`src/rtl/mmio_console_uart.sv`:
```
// mmio_console_uart
//   Console and halt peripheral snooping the core's DCCM store port.
//   Stores to CONSOLE_ADDR push wdata[7:0] into a byte FIFO that is
//   serialised on uart_tx (8N1, or 8E1 when UART_PARITY_EN is defined).
//   The first store to HALT_ADDR latches its data as halt_code and arms a
//   halt request.
//   halt_req is raised once every queued console byte has left the line.
//   It then stays set until reset.
//
//   Optional feature macro: UART_PARITY_EN (adds an even-parity bit per frame).
//
// Ports
//   clk         in   clock
//   rstn        in   synchronous active-low reset
//   dccm_wen    in   store strobe, one cycle per store
//   dccm_waddr  in   store address (full-width compare)
//   dccm_wdata  in   store data
//   uart_tx     out  serial line, idle high
//   tx_busy     out  FIFO non-empty or transmitter not idle
//   fifo_count  out  FIFO occupancy
//   drop_count  out  bytes lost to a full FIFO, saturating
//   halt_req    out  sticky halt request
//   halt_code   out  data of the first halt store
//
// TX FSM
//   state    | meaning
//   S_IDLE   | line high; pops the FIFO head when one is available
//   S_START  | start bit (0) for CLKS_PER_BIT cycles
//   S_DATA   | 8 data bits, LSB first, one per baud period
//   S_PARITY | even parity bit (only with UART_PARITY_EN)
//   S_STOP   | stop bit (1) for CLKS_PER_BIT cycles
module mmio_console_uart #(
  parameter int              XLEN         = 32,
  parameter logic [XLEN-1:0] CONSOLE_ADDR = 32'h0020_0000,
  parameter logic [XLEN-1:0] HALT_ADDR    = 32'h1000_0000,
  parameter int              CLKS_PER_BIT = 868,
  parameter int              FIFO_DEPTH   = 16
) (
  input  logic                          clk,
  input  logic                          rstn,
  input  logic                          dccm_wen,
  input  logic [XLEN-1:0]               dccm_waddr,
  input  logic [XLEN-1:0]               dccm_wdata,
  output logic                          uart_tx,
  output logic                          tx_busy,
  output logic [$clog2(FIFO_DEPTH):0]   fifo_count,
  output logic [15:0]                   drop_count,
  output logic                          halt_req,
  output logic [XLEN-1:0]               halt_code
);

  localparam int AW = $clog2(FIFO_DEPTH);
  localparam int CW = AW + 1;
  localparam int BW = $clog2(CLKS_PER_BIT);
  localparam logic [BW-1:0] BAUD_LOAD = BW'(CLKS_PER_BIT - 1);
  localparam logic [CW-1:0] FIFO_FULL = CW'(FIFO_DEPTH);

  // Elaboration-time configuration checks.
  generate
    if (CONSOLE_ADDR == HALT_ADDR) begin : g_bad_addr
      $error("mmio_console_uart: CONSOLE_ADDR and HALT_ADDR must differ");
    end
    if (CLKS_PER_BIT < 2) begin : g_bad_baud
      $error("mmio_console_uart: CLKS_PER_BIT must be at least 2");
    end
    if ((FIFO_DEPTH < 2) || ((FIFO_DEPTH & (FIFO_DEPTH - 1)) != 0)) begin : g_bad_depth
      $error("mmio_console_uart: FIFO_DEPTH must be a power of 2, at least 2");
    end
  endgenerate

`ifdef UART_PARITY_EN
  typedef enum logic [2:0] {S_IDLE, S_START, S_DATA, S_PARITY, S_STOP} state_e;
`else
  typedef enum logic [1:0] {S_IDLE, S_START, S_DATA, S_STOP} state_e;
`endif

  // Store decode
  logic push, halt_store;
  assign push       = dccm_wen & (dccm_waddr == CONSOLE_ADDR);
  assign halt_store = dccm_wen & (dccm_waddr == HALT_ADDR);

  // FIFO
  logic [7:0]    mem_q [FIFO_DEPTH];
  logic [AW-1:0] wptr_q, rptr_q;
  logic [CW-1:0] count_q;
  logic [15:0]   drop_q;
  logic          pop, accept, drop;

  // A pop on the same edge frees a slot, so a push into a full FIFO is kept.
  assign accept = push & ((count_q != FIFO_FULL) | pop);
  assign drop   = push & ~accept;

  always_ff @(posedge clk) begin
    if (rstn && accept) begin
      mem_q[wptr_q] <= dccm_wdata[7:0];
    end
  end

  always_ff @(posedge clk) begin
    if (!rstn) begin
      wptr_q  <= '0;
      rptr_q  <= '0;
      count_q <= '0;
      drop_q  <= '0;
    end else begin
      if (accept) wptr_q <= wptr_q + 1'b1;
      if (pop)    rptr_q <= rptr_q + 1'b1;
      case ({accept, pop})
        2'b10:   count_q <= count_q + 1'b1;
        2'b01:   count_q <= count_q - 1'b1;
        default: count_q <= count_q;
      endcase
      if (drop && (drop_q != 16'hFFFF)) drop_q <= drop_q + 16'd1;
    end
  end

  // TX FSM
  state_e        state_q, state_d;
  logic [BW-1:0] baud_q, baud_d;
  logic [2:0]    bit_idx_q, bit_idx_d;
  logic [7:0]    shift_q, shift_d;
  logic          tx_q, tx_d;
  logic          baud_done;
`ifdef UART_PARITY_EN
  logic          parity_q, parity_d;
`endif

  assign baud_done = (baud_q == '0);

  always_ff @(posedge clk) begin
    if (!rstn) begin
      state_q   <= S_IDLE;
      baud_q    <= '0;
      bit_idx_q <= '0;
      shift_q   <= '0;
      tx_q      <= 1'b1;
`ifdef UART_PARITY_EN
      parity_q  <= 1'b0;
`endif
    end else begin
      state_q   <= state_d;
      baud_q    <= baud_d;
      bit_idx_q <= bit_idx_d;
      shift_q   <= shift_d;
      tx_q      <= tx_d;
`ifdef UART_PARITY_EN
      parity_q  <= parity_d;
`endif
    end
  end

  // tx_d is the line level belonging to the current state; registering it
  // delays the line by one cycle, so the start bit appears two edges after
  // the push edge and the line is glitch-free.
  always_comb begin
    state_d   = state_q;
    baud_d    = baud_q;
    bit_idx_d = bit_idx_q;
    shift_d   = shift_q;
    tx_d      = 1'b1;
    pop       = 1'b0;
`ifdef UART_PARITY_EN
    parity_d  = parity_q;
`endif
    case (state_q)
      S_IDLE: begin
        tx_d = 1'b1;
        if (count_q != '0) begin
          pop     = 1'b1;
          shift_d = mem_q[rptr_q];
          baud_d  = BAUD_LOAD;
          state_d = S_START;
`ifdef UART_PARITY_EN
          parity_d = ^mem_q[rptr_q];
`endif
        end
      end
      S_START: begin
        tx_d = 1'b0;
        if (baud_done) begin
          baud_d    = BAUD_LOAD;
          bit_idx_d = 3'd0;
          state_d   = S_DATA;
        end else begin
          baud_d = baud_q - 1'b1;
        end
      end
      S_DATA: begin
        tx_d = shift_q[0];
        if (baud_done) begin
          baud_d  = BAUD_LOAD;
          shift_d = {1'b0, shift_q[7:1]};
          if (bit_idx_q == 3'd7) begin
`ifdef UART_PARITY_EN
            state_d = S_PARITY;
`else
            state_d = S_STOP;
`endif
          end else begin
            bit_idx_d = bit_idx_q + 3'd1;
          end
        end else begin
          baud_d = baud_q - 1'b1;
        end
      end
`ifdef UART_PARITY_EN
      S_PARITY: begin
        tx_d = parity_q;
        if (baud_done) begin
          baud_d  = BAUD_LOAD;
          state_d = S_STOP;
        end else begin
          baud_d = baud_q - 1'b1;
        end
      end
`endif
      S_STOP: begin
        tx_d = 1'b1;
        if (baud_done) begin
          state_d = S_IDLE;
        end else begin
          baud_d = baud_q - 1'b1;
        end
      end
      default: begin
        state_d = S_IDLE;
      end
    endcase
  end

  // Halt
  logic            halt_pending_q;
  logic            halt_req_q;
  logic [XLEN-1:0] halt_code_q;

  always_ff @(posedge clk) begin
    if (!rstn) begin
      halt_pending_q <= 1'b0;
      halt_req_q     <= 1'b0;
      halt_code_q    <= '0;
    end else begin
      if (halt_store && !halt_pending_q) begin
        halt_pending_q <= 1'b1;
        halt_code_q    <= dccm_wdata;
      end
      // A console push in the same cycle still has to drain first.
      if (halt_pending_q && (count_q == '0) && (state_q == S_IDLE) && !push) begin
        halt_req_q <= 1'b1;
      end
    end
  end

  assign uart_tx    = tx_q;
  assign tx_busy    = (count_q != '0) | (state_q != S_IDLE);
  assign fifo_count = count_q;
  assign drop_count = drop_q;
  assign halt_req   = halt_req_q;
  assign halt_code  = halt_code_q;

endmodule

```
`config.mk`:
```
export PLATFORM = sky130hd
export DESIGN_NAME = mmio_console_uart
export DESIGN_NICKNAME = d
export VERILOG_FILES = /design/src/rtl/mmio_console_uart.sv
export SDC_FILE = /design/constraint.sdc
export NUM_CORES = 1
export LEC_CHECK = 0
export CORE_ASPECT_RATIO = 0.8
export CORE_UTILIZATION = 40
export DETAILED_ROUTE_END_ITERATION = 7
export PLACE_DENSITY = 0.75
export SYNTH_ARGS = -nofsm -noshare
export SYNTH_HDL_FRONTEND = slang
export SYNTH_SLANG_ARGS = --single-unit
```
`constraint.sdc`:
```
create_clock -name clk -period 3.15 [get_ports clk]
set_input_delay 0.63 -clock clk [delete_from_list [all_inputs] [get_ports clk]]
set_output_delay 0.63 -clock clk [all_outputs]
set_load 0.02 [all_outputs]
```
======== Word-level counts from Yosys, hierarchy flattened ========
Memories as Yosys holds them, arrays and structs flattened. A register that Yosys moved wholly into a read port is not among the register bits.
Index checks and enable logic that the tools add are counted.
operators by class
  eq/ne operators ......................... 17
  shifts and indexed selects .............. 0
  multiply operators ...................... 0
  multiplexer cells ....................... 25
  magnitude comparators ................... 0
  add/subtract/negate cells ............... 7
  div/mod/pow operators ................... 0
  bitwise operators ....................... 7
  reductions and logical operators ........ 22
operator list
  kind                     count
  $eq A32 B22 Y1 const B   1
  $eq A32 B29 Y1 const B   1
  $mux W10                 3
  $pmux W10 S3             1
  $add A16 B1 Y16 const B  1
  $mux W8                  2
  $ne A16 B16 Y1 const B   1
  $pmux W8 S2              1
  $ne A2 B2 Y1 const B     7
  $logic_not A10 Y1        1
  $mux W2                  5
  $pmux W5 S2              1
  $sub A10 B1 Y10 const B  1
  $mux W3                  3
  $add A4 B1 Y4 const B    2
  $mux W4                  2
  $pmux W2 S4              1
  $reduce_bool A2 Y1       4
  $eq A2 B2 Y1 const B     3
  $logic_and A1 B1 Y1      6
  $pmux W3 S2              1
  $add A5 B1 Y5 const B    1
  $logic_not A5 Y1         1
  $ne A5 B5 Y1 const B     1
  17 further kinds         27
storage, ports and cells
  flip-flop bits (word level) ............. 87
  input bits .............................. 67
  bits in read-only memories .............. 0
  word-level logic and storage cells ...... 91
  bits in latches ......................... 0
  RAM bits ................................ 128
  output and inout bits ................... 56
  memories kept ........................... 1
memory list
  name   depth  width  rd ports  clocked after Yosys merged registers in  wr ports  RTL line  RTL
  mem_q  16     8      1         1                                        1         83        logic [7:0] mem_q [FIFO_DEPTH];

======== Logic depth before layout (Yosys ltp) ========
Gate-level depths: netlist of the first run.
  depth in word-level cells ............... 8
  gate-level depth with buffers ........... 12
  mapped depth without buffers ............ 11

======== Worst setup path before layout of the first run ========
Ideal clock, no wire load.
  path kind ............................... input-to-reg
  start point ............................. in dccm_waddr[2]
  end point ............................... reg count_q[2] (netlist: fifo_count[2])
  setup time .............................. 0.070 ns
  stages .................................. 10
  path slack .............................. 0.041 ns
  arrival ................................. 3.039 ns
  buffers on the path ..................... 1
  data required time ...................... 3.080 ns
  cells stage by stage .................... nor4_2 nand4_2 nor3_4 clkbuf_1 nor2_1 xor2_1 ha_1 or4_1 a21o_1 a21oi_1
between the ends
  longest elaborated chain between the ends .. 5
  elaborated cells between the ends (all ways) .. 7
  classes of those cells .................. eq/ne (3); mux (1); bitwise (2); reduce/logical (1)
RTL lines
  element                                            RTL line  RTL
  from (decl)                                        42        input logic [XLEN-1:0] dccm_waddr,
  $eq A32 B22 Y1 (*)                                 79        assign push = dccm_wen & (dccm_waddr == CONSOLE_ADDR);
  $and A1 B1 Y1 (*)                                  79
  $and A1 B1 Y1 (*)                                  90        assign accept = push & ((count_q != FIFO_FULL) | pop);
  $eq A2 B1 Y1 or $eq A2 B2 Y1 (tied branches)       108       case ({accept, pop})
  $pmux W5 S2 or $reduce_bool A2 Y1 (tied branches)  -
  to (signal assigned)                               109       2'b10: count_q <= count_q + 1'b1;
  to (signal assigned)                               110       2'b01: count_q <= count_q - 1'b1;
  to (signal assigned)                               111       default: count_q <= count_q;
  to (decl)                                          85        logic [CW-1:0] count_q;
Mark *: on every way between the ends. The rest lies on a longest branch, timed or not.
A chain may end at the register's enable or synchronous reset.

======== Final worst setup path of the first run ========
  start point ............................. reg count_q[1] (netlist: fifo_count[1])
  end point ............................... out tx_busy
between the ends
  longest elaborated chain between the ends .. 2
RTL lines
  element             RTL line  RTL
  $reduce_bool A5 Y1  254       assign tx_busy = (count_q != '0) | (state_q != S_IDLE);
  $or A1 B1 Y1        254
  to (decl)           45        output logic tx_busy,
Every way passes these cells.

==> results of run 1 <==
## sequential cells by signal, summed over array words and instances, names as in the netlist, named ones only
name / cells
fifo_count: 5
state_q: 2
bit_idx_q: 3
halt_pending_q: 1
halt_req: 1
uart_tx: 1
halt_code: 32
rptr_q: 4
baud_q: 10
shift_q: 8
mem_q: 128
drop_count: 16
wptr_q: 4
## routing by layer
metal,up-vias,track usage [%]
met2,280,29.8
li1,2896,-
met1,3037,25.6
met4,4,5.11
met3,39,4.89
met5,-,0
## metrics by stage
step	power [mW]	instance area [um^2]	utilization, %	setup TNS, ns	hold WS, ns
final	8.03	11600	53.1	0	0.453
after global routing	8.39	11600	53.1	0	0.467
after CTS	8.08	11600	53.0	0	0.456
after detailed placement	5.37	10800	49.5	-15.32	0.446
after global placement	5.32	10800	49.5	-5.46	0.437
after floorplan	4.75	9040	-	0	0.436
## cell usage after synthesis, types with 2 or more instances
cell type                  number
sky130_fd_sc_hd__nor4_1        10
sky130_fd_sc_hd__buf_2          6
sky130_fd_sc_hd__a21o_1         2
sky130_fd_sc_hd__nor3_1         7
sky130_fd_sc_hd__o21bai_1       2
sky130_fd_sc_hd__nand4_1       12
sky130_fd_sc_hd__and3_1         3
sky130_fd_sc_hd__nand4b_1       2
sky130_fd_sc_hd__nand4_2        2
sky130_fd_sc_hd__mux2i_1       12
sky130_fd_sc_hd__nand2b_1       4
sky130_fd_sc_hd__xnor2_1        8
sky130_fd_sc_hd__dfxtp_1       91
sky130_fd_sc_hd__o31ai_1        4
sky130_fd_sc_hd__or4_1          4
sky130_fd_sc_hd__nand3b_1       2
sky130_fd_sc_hd__and2b_1        2
sky130_fd_sc_hd__nor2_1        65
sky130_fd_sc_hd__edfxtp_1     128
sky130_fd_sc_hd__or3_1          7
sky130_fd_sc_hd__nand3_1       12
sky130_fd_sc_hd__o21ai_0       22
sky130_fd_sc_hd__clkbuf_1      26
sky130_fd_sc_hd__xor2_1        15
sky130_fd_sc_hd__a21oi_1       60
sky130_fd_sc_hd__o211ai_1       2
sky130_fd_sc_hd__nor4_2         4
sky130_fd_sc_hd__ha_1          16
sky130_fd_sc_hd__nand3_2        2
sky130_fd_sc_hd__nand2_1       95
sky130_fd_sc_hd__and2_1         2
sky130_fd_sc_hd__mux4_2        40
sky130_fd_sc_hd__inv_1         14
## logic make-up (layout without fill, tap and decap cells)
family	Yosys count	after routing	synth area share [%]
adder cells (fa/ha/maj)	16	16	2.21
AND/OR/NAND/NOR	240	240	12.9
buffers and inverters	49	217	2.20
AO/OA/AOI/OAI	102	102	6.32
XOR/XNOR	23	23	2.23
multiplexers	53	53	11.4
flip-flops	219	219	62.7
## final cells by class
cell class	count	area, um^2	area share [%]
tap	300	375	3.24
sequential	219	5670	48.9
inverter	15	56.3	0.485
clock buffer	31	667	5.75
multi-input combinational	434	3190	27.5
clock inverter	11	103	0.885
timing repair buffer	160	1540	13.3
## worst max path at each step
stage,start,end,slack (ns),depth (start not counted)
2_1_floorplan,dccm_waddr[2],fifo_count[2],0.04,10
3_3_place_gp,dccm_waddr[1],mem_q[0][2],-0.15,7
3_5_place_dp,dccm_waddr[20],mem_q[0][0],-0.24,7
4_1_cts,fifo_count[1],tx_busy,0.009,4
5_1_grt,fifo_count[1],tx_busy,0.007,4
6_report,fifo_count[1],tx_busy,0.10,4
## power by group
group,total (mW),internal [mW],switching (mW)
Sequential,3.35,3.18,0.168
Clock,2.69,1.58,1.11
Combinational,1.99,0.963,1.03
Total,8.03,5.73,2.31
## what timing repair did
action,CTS,global route
hold endpoints to repair,0,0
resized for setup,0,1
setup endpoints to repair,0,1
## tightest hold or removal path, cell delays in order (launching register included)
cell	delay [ns]
sky130_fd_sc_hd__dfxtp_1	0.31
sky130_fd_sc_hd__nand2_1	0.05
sky130_fd_sc_hd__a21oi_1	0.05
==> impl_metrics.yaml, run 1 <==
yosys:
  post_synth_num_cell_types: 52
  synth-edff-count: 128
  seq_area_frac_synth_pct: 62.7
  postSynthRegisterBits: 219
  postSynthCellCount: 702
  synth_async_sr_flop_share_pct: 0
  top_cells_by_area_synth: "sky130_fd_sc_hd__edfxtp_1 43%, sky130_fd_sc_hd__dfxtp_1 20%, sky130_fd_sc_hd__mux4_2 10%, sky130_fd_sc_hd__nand2_1 3.9%, sky130_fd_sc_hd__a21oi_1 3.3%"
  number_of_warnings_reported_in_the_yosys_synthesis_log: 0
  avgSynthCellArea_um2: 12.9
  synthesis.area_um2: 9040
  mappedNetlistNets: 785
  ys_dominant_reg_cell: "sky130_fd_sc_hd__edfxtp_1"
  yosys.area.top_type: "sky130_fd_sc_hd__edfxtp_1"
  synthDominantCellAreaShare_pct: 42.5
sta:
  timing.fmax_ghz: 0.328
  fin_ws_ns: 0.104
  worst_max_slew_pin_slew_ns: 0.934
  timing_hold_violations_final: 0
  setup_viol: 0
  period_needed_ns: 3.05
  timing.max_slew.rel_slack_pct: 37.7
  rsz_0062_raised_after_global_routing: "false"
  timing.clock.skew_ns: 0.0159
  post-route-period-util_pct: 96.7
  final-max-slew-violation-count: 0
layout:
  layout-area-overhead-vs-synth_pct: 28.3
  fin_cells: 1170
  most-common-layout-cells: "128 x sky130_fd_sc_hd__edfxtp_1, 122 x sky130_fd_sc_hd__clkdlybuf4s50_1, 95 x sky130_fd_sc_hd__nand2_1"
  layout-drive-gt1-share_pct: 15.4
  finish.net_count: 936
  antenna_cells_inserted: 0
  filler_cell_count: 1817
  mostFrequentLayoutCell: "sky130_fd_sc_hd__edfxtp_1"
critical_path:
  r2r_start: "state_q[1]"
  critPathLaunchType: "flip-flop"
  timing.critical_path.slowest_cell_delay_ns: 0.61
  timing.reg2reg.setup_slack_ns: 0.48
  crit_arrival_ns: 2.42
  critical_path_peak_fanout: 9
  path_delay_family: "simple AND/OR/NAND/NOR gates"
  worst_setup_path_end_kind: "output pin"
  worst_r2r_path_depth: 8
  timing.critical_path.buf_inv: 2
  cpMaxStageDelayCell: "sky130_fd_sc_hd__or4_4"
  worst-setup-path-type: "flip-flop to output pin"
  r2r-end: "mem_q[0][0]"
  worstPathCellList: "or4_4 -> nor3b_2 -> inv_1 -> clkdlybuf4s50_1"
  cp.required_ns: 2.52
cts:
  tritoncts_clock_tree: "built"
  worstSkewPairLatency_ns: 0.51
  cts.sink_count: 219
  hold_buffers: 0
  cts_post_setup_buffers_inserted: 0
  path_clk_slew_ns: 0.06
  ctsRootBufferMaster: "sky130_fd_sc_hd__clkbuf_16"
  cts_inserted_buffers: 23
  ctsHtreeMaxLevel: 1
  ctsLongestPathBuffers: 3
placement:
  gp_congestion: 0.785
  hpwlAfterDp_um: 14300
  place_inst: 1128
  place_worst_setup_slack_ns: -0.236
  placement.io_buffers: 122
power_and_ir_drop:
  ir_worst_vdd_mv: 0.502
  cellLeakagePower_nw: 3.86
  pwr_dens_nw_per_um2: 692
detailed_routing:
  first_pass_iters: 5
  route.vias.total: 6256
  drt_drc_violations_left: 0
  route.layer.met1.wl_um: 9080
  route.met3.wl_um: 1830
  wl_met2_um: 9720
  wirelength_um: 21100
  routed_wl_per_cell_um: 18.0
  detailedRoute.firstIterationViolations: 516
  route.top_layer_used: "met5"
  drt-vias-per-instance: 5.35
  final_antenna_net_count: 0
floorplanning:
  core_um2: 21900
  num_io_pins: 123
  chipWidth_um: 170
  row_count: 48
  initial_core_util_pct: 41.4
  floorplan.die_area_um2: 23200
  die_height_um: 136
min_path:
  hp-start: "halt_code[27]"
  timing.hold.worst.class: "flip-flop to flip-flop"
  worstHoldPathCells: 2
  worstHoldEndpoint: "halt_code[27]"
global_route:
  number_of_global_route_vias_before_repair: 6006
  grt_first_pass_wirelength_um: 33200
  maximum_number_of_pins_on_one_net_before_global_route_repair: 49
  grt_antenna_before_repair: 2
  grt_usage_pct: 18.8
  grt-ovfl-total: 0
run:
  timing.max_cap.violations: 0
outcome:
  status: "finished, final reports clean"
No activity file was read; power rests on OpenSTA's default activity.
==> run 2, diff against run 1 <==
- CORE_UTILIZATION: 40 -> 59
- PLACE_DENSITY: 0.75 -> 0.95
- clock period: 3.15 -> 3.6 ns (I/O delays scaled with it)
==> run 2 against run 1 <==
  * Worst setup slack improved by 0.016 ns
  * Critical path depth grew 1
  * Final cell count fell by 9.9%
  * Final area shrank 2.1%
  * Sequential power shrank 13%
  * Flip-flop and latch count did not move
  * Worst hold slack improved by 0.0057 ns
  * Combinational power shrank 6%
==> impl_metrics.yaml, run 2 (same netlist as run 1, synthesis figures left out) <==
critical_path:
  worstPathCellList: "or4_1 -> nor3b_2 -> buf_4 -> inv_1 -> clkdlybuf4s50_1"
  cpMaxStageDelayCell: "sky130_fd_sc_hd__or4_1"
  timing.critical_path.buf_inv: 3
  path_depth: 5
  worst_r2r_path_depth: 8
  crit_path_start: "fifo_count[1]"
  r2r_start: "state_q[0]"
  cp-endpoint: "tx_busy"
  worst-setup-path-type: "flip-flop to output pin"
  timing.reg2reg.setup_slack_ns: 0.44
  critical_path_peak_fanout: 9
  path_delay_family: "simple AND/OR/NAND/NOR gates"
  r2r-end: "wptr_q[3]"
  worst_setup_path_end_kind: "output pin"
  critPathLaunchType: "flip-flop"
  timing.critical_path.slowest_cell_delay_ns: 0.72
  crit_arrival_ns: 2.76
  cp.required_ns: 2.88
global_route:
  maximum_number_of_pins_on_one_net_before_global_route_repair: 50
  grt_first_pass_wirelength_um: 41000
  grt_usage_pct: 35.0
  grt-ovfl-total: 0
  grt_use_met2_pct: 58.0
  globalRoute.busiestLayer: "met2"
  grt_antenna_before_repair: 3
  number_of_global_route_vias_before_repair: 7071
  grt_util_met3_pct: 8.76
  grtUsageMet1_pct: 42.8
cts:
  tritoncts_clock_tree: "built"
  cts_post_setup_buffers_inserted: 0
  cts.sink_count: 219
  hold_buffers: 0
  cts_repair_resize_count: 0
  ctsHtreeMaxLevel: 1
  worstSkewPairLatency_ns: 0.52
  path_clk_slew_ns: 0.06
  cts_inserted_buffers: 22
  ctsRootBufferMaster: "sky130_fd_sc_hd__clkbuf_16"
  ctsLongestPathBuffers: 3
layout:
  fin_cells: 1054
  largest_register_by_flop_count: "mem_q"
  finish.net_count: 931
  layout-drive-gt1-share_pct: 14.6
  mostFrequentLayoutCell: "sky130_fd_sc_hd__edfxtp_1"
  most-common-layout-cells: "128 x sky130_fd_sc_hd__edfxtp_1, 122 x sky130_fd_sc_hd__clkdlybuf4s50_1, 95 x sky130_fd_sc_hd__nand2_1"
  layout-area-overhead-vs-synth_pct: 25.5
  largest_register_ffs: 128
  post-route-cell-area_um2: 11400
detailed_routing:
  drt_drc_violations_left: 0
  final_antenna_net_count: 0
  route.vias.total: 7093
  first_pass_iters: 7
  detailedRoute.firstIterationViolations: 1452
  drt-vias-per-instance: 6.73
  routed_wl_per_cell_um: 25.5
  wirelength_um: 26900
sta:
  timing_hold_violations_final: 0
  timing.clock.skew_ns: 0.0261
  setup_viol: 0
  worst_max_slew_pin_slew_ns: 1.04
  period_needed_ns: 3.48
  rsz_0062_raised_after_global_routing: "false"
  timing.max_slew.rel_slack_pct: 30.9
  fin_tns_setup_ns: 0
  post-route-period-util_pct: 96.7
  final-max-slew-violation-count: 0
  timing.fmax_ghz: 0.287
outcome:
  status: "finished, final reports clean"
placement:
  placed_area_um2: 10600
  gp_congestion: 0.827
  hpwlAfterDp_um: 15500
  placement.io_buffers: 122
  place_inst: 1013
floorplanning:
  num_io_pins: 123
  chipWidth_um: 140
  initial_core_util_pct: 60.2
  row_count: 40
  core_um2: 15000
  die_height_um: 113
  floorplan.die_area_um2: 15800
min_path:
  timing.hold.worst.class: "flip-flop to flip-flop"
power_and_ir_drop:
  ir_worst_vdd_mv: 0.425
  pwr_dens_nw_per_um2: 626
  cellLeakagePower_nw: 3.83
run:
  timing.max_cap.violations: 0
-- run 2: metal layers --
metal  vias up  part of all wire [%]
met5         -                 0.045
met4         2                   6.4
met3       190                    11
met2       665                    47
met1      3351                    35
li1       2885                     -
-- run 2: where the power goes --
part	leakage [nW]	switching (mW)	internal [mW]	total, mW
Combinational	1.58	1.06	0.811	1.88
Clock	0.359	0.974	1.34	2.31
Sequential	1.89	0.139	2.78	2.92
Total	3.83	2.18	4.93	7.11
-- run 2: stage by stage --
stage | total power, mW | worst slack [ns] | utilization [%] | hold slack (ns)
floorplan | 4.16 | 0.401 | - | 0.436
global placement | 4.57 | 0.226 | 70.7 | 0.437
detailed placement | 4.68 | 0.101 | 70.7 | 0.447
CTS | 7.04 | 0.157 | 75.6 | 0.458
global route | 7.31 | 0.0911 | 75.6 | 0.484
finish | 7.11 | 0.120 | 75.6 | 0.459
-- run 2: worst min-delay path by stage --
stage	startpoint	endpoint	slack, ns	depth (start not counted)
after floorplan	bit_idx_q[1]	bit_idx_q[1]	0.44	2
after global placement	halt_code[14]	halt_code[14]	0.44	2
after detailed placement	halt_code[13]	halt_code[13]	0.45	2
after CTS	halt_code[22]	halt_code[22]	0.46	2
after global routing	halt_code[20]	halt_code[20]	0.48	2
final	halt_code[26]	halt_code[26]	0.46	2
-- run 2: tightest hold or removal path: stages, from the launching register on --
cell and delay (ns):
sky130_fd_sc_hd__dfxtp_1 0.31, sky130_fd_sc_hd__nand2_1 0.05, sky130_fd_sc_hd__a21oi_1 0.05
-- run 2: area by class of cell --
cell class              instances  area [um^2]
inverters                      15         56.3
clock inverters                 7         75.1
well taps                     189          236
diodes                          1         2.50
repair buffers                156         1480
clock buffers                  33          656
flip-flops and latches        219         5670
multi-input cells             434         3180
fillers                       752         3660
==> run 3, diff against run 2 <==
- CTS_CLUSTER_SIZE: not set -> 24
==> results of run 3 <==
Final layout, timing and power as in run 2 (identical DEF).
